## src/rtl/pxs_sprite_anim_ctrl.sv

```systemverilog
// Vertical-blanking sprite controller: after each end of frame it updates position, bounce
// direction and animation frame. RGBStr_i layout is {XC[9:0], YC[9:0], colour/sync[5:0]}.
module pxs_sprite_anim_ctrl #(
  parameter int VISIBLECOLS   = 640,
  parameter int VISIBLEROWS   = 480,
  parameter int WIDTH_SPRITE  = 32,
  parameter int HEIGHT_SPRITE = 40,
  parameter int BORDER        = 0,
  parameter int N_SPRITE      = 11,
  parameter int LOOP_IDX      = 5,
  parameter int FRAME_DIV     = 8,
  parameter int X_INIT        = 500,
  parameter int Y_INIT        = 220,
  parameter int SPEED_INIT    = 1,
  parameter int VMOVE         = 0
) (
  input  logic        px_clk,
  input  logic        rst_n,
  input  logic [25:0] RGBStr_i,
  input  logic        run,
  input  logic        speed_we,
  input  logic [4:0]  speed_i,
  output logic [9:0]  x_sprite,
  output logic [9:0]  y_sprite,
  output logic        dx,
  output logic        dy,
  output logic [3:0]  index_img,
  output logic        upd_done,
  output logic        busy
);

  localparam logic [10:0] XMIN = 11'(BORDER);
  localparam logic [10:0] YMIN = 11'(BORDER);
  localparam logic [10:0] XMAX = 11'(VISIBLECOLS - WIDTH_SPRITE - BORDER);
  localparam logic [10:0] YMAX = 11'(VISIBLEROWS - HEIGHT_SPRITE - BORDER);
  localparam int CW = (FRAME_DIV > 1) ? $clog2(FRAME_DIV) : 1;

  typedef enum logic [1:0] {IDLE, MOVE, ANIM, DONE} state_t;
  state_t state, state_nxt;

  logic [9:0]    xc, yc;
  logic          endframe, go;
  logic [4:0]    speed_q, speed_sh;
  logic [CW-1:0] frame_cnt;
  logic          bounce_q;
  logic [11:0]   x_mv, y_mv;
  logic          unused_ok;

  assign xc        = RGBStr_i[25:16];
  assign yc        = RGBStr_i[15:6];
  assign unused_ok = ^RGBStr_i[5:0];
  assign endframe  = (xc == 10'(VISIBLECOLS - 1)) && (yc == 10'(VISIBLEROWS - 1));
  assign go        = endframe && run;

  // Returns {bounce, dir, pos}; clamps to the limit and flips direction instead of wrapping.
  function automatic logic [11:0] move_axis(input logic [9:0] pos, input logic dir,
                                            input logic [4:0] spd,
                                            input logic [10:0] lo, input logic [10:0] hi);
    logic [10:0] p, s;
    p = {1'b0, pos};
    s = {6'b0, spd};
    move_axis = {1'b0, dir, pos};
    if (spd != 5'd0) begin
      if (!dir) begin
        if (p + s >= hi) move_axis = {1'b1, 1'b1, hi[9:0]};
        else             move_axis = {1'b0, 1'b0, 10'(p + s)};
      end else begin
        if (p <= lo + s) move_axis = {1'b1, 1'b0, lo[9:0]};
        else             move_axis = {1'b0, 1'b1, 10'(p - s)};
      end
    end
  endfunction

  assign x_mv = move_axis(x_sprite, dx, speed_q, XMIN, XMAX);
  assign y_mv = move_axis(y_sprite, dy, speed_q, YMIN, YMAX);

  always_ff @(posedge px_clk or negedge rst_n) begin
    if (!rst_n) state <= IDLE;
    else        state <= state_nxt;
  end

  always_comb begin
    state_nxt = state;
    case (state)
      IDLE:    if (go) state_nxt = MOVE;
      MOVE:    state_nxt = ANIM;
      ANIM:    state_nxt = DONE;
      default: state_nxt = IDLE;
    endcase
  end

  always_comb begin
    upd_done = (state == DONE);
    busy     = (state != IDLE);
  end

  always_ff @(posedge px_clk or negedge rst_n) begin
    if (!rst_n) begin
      x_sprite  <= 10'(X_INIT);
      y_sprite  <= 10'(Y_INIT);
      dx        <= 1'b1;
      dy        <= 1'b0;
      index_img <= 4'd0;
      frame_cnt <= '0;
      speed_q   <= 5'(SPEED_INIT);
      speed_sh  <= 5'(SPEED_INIT);
      bounce_q  <= 1'b0;
    end else begin
      if (speed_we) speed_sh <= speed_i;
      case (state)
        // speed_sh is sampled before this edge's write, so a same-cycle write waits a frame
        IDLE: if (go) speed_q <= speed_sh;
        MOVE: begin
          x_sprite <= x_mv[9:0];
          dx       <= x_mv[10];
          bounce_q <= x_mv[11];
          if (VMOVE != 0) begin
            y_sprite <= y_mv[9:0];
            dy       <= y_mv[10];
          end
        end
        ANIM: begin
          if (bounce_q) begin
            index_img <= 4'd0;
            frame_cnt <= '0;
          end else if (frame_cnt == CW'(FRAME_DIV - 1)) begin
            frame_cnt <= '0;
            index_img <= (index_img == 4'(N_SPRITE - 1)) ? 4'(LOOP_IDX) : index_img + 4'd1;
          end else begin
            frame_cnt <= frame_cnt + CW'(1);
          end
        end
        default: ;
      endcase
    end
  end

endmodule

```

## config.mk

```make
export PLATFORM = sky130hd
export DESIGN_NAME = pxs_sprite_anim_ctrl
export DESIGN_NICKNAME = d
export VERILOG_FILES = /design/src/rtl/pxs_sprite_anim_ctrl.sv
export SDC_FILE = /design/constraint.sdc
export NUM_CORES = 1
export LEC_CHECK = 0
export CAP_MARGIN = 20
export CORE_ASPECT_RATIO = 1.2
export CORE_MARGIN = 2
export CORE_UTILIZATION = 35
export DETAILED_ROUTE_END_ITERATION = 12
export HOLD_SLACK_MARGIN = 0.1
export PLACE_DENSITY = 0.66
export RECOVER_POWER = 25
export SYNTH_ARGS = -nofsm -noshare
export SYNTH_HDL_FRONTEND = slang
export SYNTH_SLANG_ARGS = --single-unit
```

## constraint.sdc

```tcl
create_clock -name px_clk -period 3.5 [get_ports px_clk]
set_clock_uncertainty 0.1 [all_clocks]
set_input_delay 0.525 -clock px_clk [delete_from_list [all_inputs] [get_ports px_clk]]
set_output_delay 0.525 -clock px_clk [all_outputs]
set_load 0.01 [all_outputs]
```

==> results by group <==
Placed design
  • Post-DP HPWL: between 4000 and 5000 um
  • Placer Congestion: ~0.86
  • Port-buffer cells: 45

Die
  • DIE AREA: between 7000 and 8000 um2
  • Die W: 80.5 um
  • Core area: 6810 um2
  • Rows: 33
  • IO Pins: 63
  • Initial Util: between 30% and 40%
  • Die Y: 95.8 um

STA
  • Final hold violation count: 0
  • Fin Setup TNS: 0 ns
  • Fin. max-slew vios: 32
  • Final setup vio count: 0
  • Final period util: 85.9%
  • Post-route minimum period: roughly 3.0 ns
  • Unrepaired setup endpoints after global routing: no
  • Slew at the pin closest to its max-slew limit: 1.65 ns
  • Max Fclk: about 330 MHz
  • Rel. slew slack: -9.78%
  • Min Hold Slack: 0.381 ns

Layout
  • Layout cell share with drive strength beyond 1: 10.9%
  • # diodes: 0
  • Syn-to-layout area delta: 22.0%
  • Nets: roughly 370

Critical path
  • Worst-path maximum fanout: 11
  • Crit Path Category: flip-flop to flip-flop
  • Critical path arrival: 3.11 ns
  • Worst Setup End Kind: flip-flop
  • Required @ worst endpoint: about 3.6 ns
  • Critical Path Source Type: flip-flop

Clock tree
  • Post_cts resized: 0
  • Clock Sinks: 31
  • Setup bufs post-CTS: 0
  • Total CTS buffers: 5
  • Longest Clk Path Bufs: 2
  • CTS tree: done
  • Clock-pin slew of the registers on the worst-case setup and hold paths: 0.06 ns
  • Clock latency on the worst-skew pair: ~0.28 ns
  • CTS Hold Bufs: 0
  • Clk root buf: clkbuf_8
  • CTS H-tree depth: 2

Route
  • Drt first pass iters: 4
  • Vias post-DR: ~2200
  • Routed WL per cell: 13.9 um
  • Final ANT Viol Nets: 0
  • 1st-iter DRT viols: about 140
  • DR vias/cell: 5.39
  • DR DRC count: 0
  • DRT Wirelength: 5540 um

Run status
  • Status: complete, but fails checks
  • Failing checks: max-capacitance violations, max-slew violations

Logic synthesis
  • Avg Cell Area, Syn: 9.18 um2
  • Synth Flop Type: dfrtp_1
  • Register bit count reported by yosys: 31
  • Sequential element share of the synthesized area: a little under a third
  • Share of Yosys cell area claimed by the top area cell type: between 20 and 25%
  • Syn Std Cell Area: between 2000 and 2500 um2
  • Yosys warns: 11
  • Number of flops mapped to enable cells by yosys: 0
  • Cell taking the most area after synthesis: dfrtp_1
  • Post-synthesis async set-or-reset flop share: 100%
  • Synth top area cells: dfrtp_1 22%, dfstp_2 9.6%, ha_1 9.2%
  • Yosys cell types: 69
  • Syn Inst Count: 268

Global routing
  • Grt total ovfl: 0
  • Largest net degree at the start of global routing: 32
  • Vias in the first global route: 2106
  • Initial antenna violation count: 0
  • First-pass GRT wire length: 9560 um
  • GRT Total Usage: 15.7%

Power
  • Worst IR Drop VDD: 200 uV
  • Pwr Density: 334 nW/um2
  • Leak pwr: 0.00123 uW

Flow run
  • Max Cap Viol: 1

Hold path
  • Worst hold path type: flip-flop to flip-flop
==> per-stage QoR <==
stage                     total power, uW  utilization [%]  worst slack [ns]  instances  cell area [um2]
after global routing                 1080             44.1             0.325        399             3000
after detailed placement              739             42.9             0.532        391             2920
final                                1000             44.1             0.493        399             3000
after CTS                            1020             44.1             0.520        399             3010
after floorplan                       629                -             0.920        278             2500
after global placement                725             42.9             0.566        391             2920
==> worst max-delay path, cell delays in order, from the launching register on <==
cell	delay [ns]
dfrtp_1	0.46
inv_1	0.07
ha_1	0.50
nor2_1	0.12
a211oi_2	0.40
nand2_1	0.19
o32ai_1	0.62
o211ai_1	0.25
a31oi_1	0.23
==> layout make-up <==
cell class	count	area (um2)
fillers	665	3810
multi-input cells	204	1480
flip-flops and latches	31	787
repair buffers	47	462
well taps	87	109
inverters	22	82.6
clock buffers	7	76.3
clock inverters	1	5.00
==> per-layer routing <==
metal	part of all wire (%)	wire, um	global-route usage (%)
met2	50	2790	26.5
met4	2.2	122	6.78
met3	6.8	377	3.28
met5	0	0	0
met1	41	2260	19.2
==> report_power, final <==
group / switching, uW / internal (uW)
clock network: 135 / 139
logic: 141 / 151
registers: 32.1 / 404
total: 308 / 694
==> synthesized netlist by cell type, drive strengths merged (4+ instances only) <==
master,count
a211oi,4
buf,18
dfstp,9
o211ai,5
inv,22
ha,18
dfrtp,22
a21oi,11
o21ai,15
xnor2,4
mux2,11
nor2b,4
nor2,26
nor3,6
nand3,8
nand4,4
nand2,14
a31oi,4
==> kinds of logic after synthesis <==
logic type                 after synthesis  share of synthesized area (%)
and+or+nand+nor                         79                           16.4
AOI/OAI and AO/OA                       75                           23.1
buffers and inverters                   43                           9.36
DFF                                     31                           32.0
adders and majority gates               20                           10.8
muxes                                   14                           6.41
xor gates and xnor gates                 5                           1.78
other                                    1                          0.152
==> registers in the layout (all words and copies together), names as in the netlist <==
signal     count
index_img      4
x_sprite      10
bounce_q       1
speed_q        5
speed_sh       5
state          2
frame_cnt      3
dx             1
==> layout by cell type, fill, tap and decap left out, types with 3 or more instances in the layout <==
cell type / synthesis / layout
clkdlybuf4s50_1: 0 / 44
nor2_1: 26 / 26
dfrtp_1: 22 / 22
inv_1: 20 / 20
ha_1: 18 / 18
nand2_1: 14 / 14
a21oi_1: 11 / 11
conb_1: 1 / 11
dfstp_2: 9 / 9
nand3_1: 8 / 8
o21ai_0: 8 / 8
o21ai_1: 7 / 7
nor3_1: 6 / 6
mux2_1: 5 / 5
mux2_2: 5 / 5
clkbuf_8: 0 / 5
nand4_1: 4 / 4
a31oi_1: 4 / 4
nor2b_1: 4 / 4
o211ai_1: 4 / 4
xnor2_1: 4 / 4
nand3b_1: 3 / 3
nand2b_1: 3 / 3
mux2i_1: 3 / 3
a211oi_1: 3 / 3
a2bb2oi_1: 3 / 3
clkbuf_1: 3 / 3
==> final timing paths <==
| kind | from | end | slack, ns | cells past startpoint |
|---|---|---|---|---|
| worst min-delay path | speed_sh[3] | speed_q[3] | 0.38 | 1 |
| worst max register to register | speed_q[3] | dx | 0.49 | 8 |
| max in group asynchronous | rst_n | x_sprite[9] | 1.25 | 2 |
| worst min register to register | speed_sh[3] | speed_q[3] | 0.38 | 1 |
| worst max-delay path | speed_q[3] | dx | 0.49 | 8 |
| min in group asynchronous | rst_n | x_sprite[3] | 1.09 | 2 |
Power figures use the tool's default switching activity.
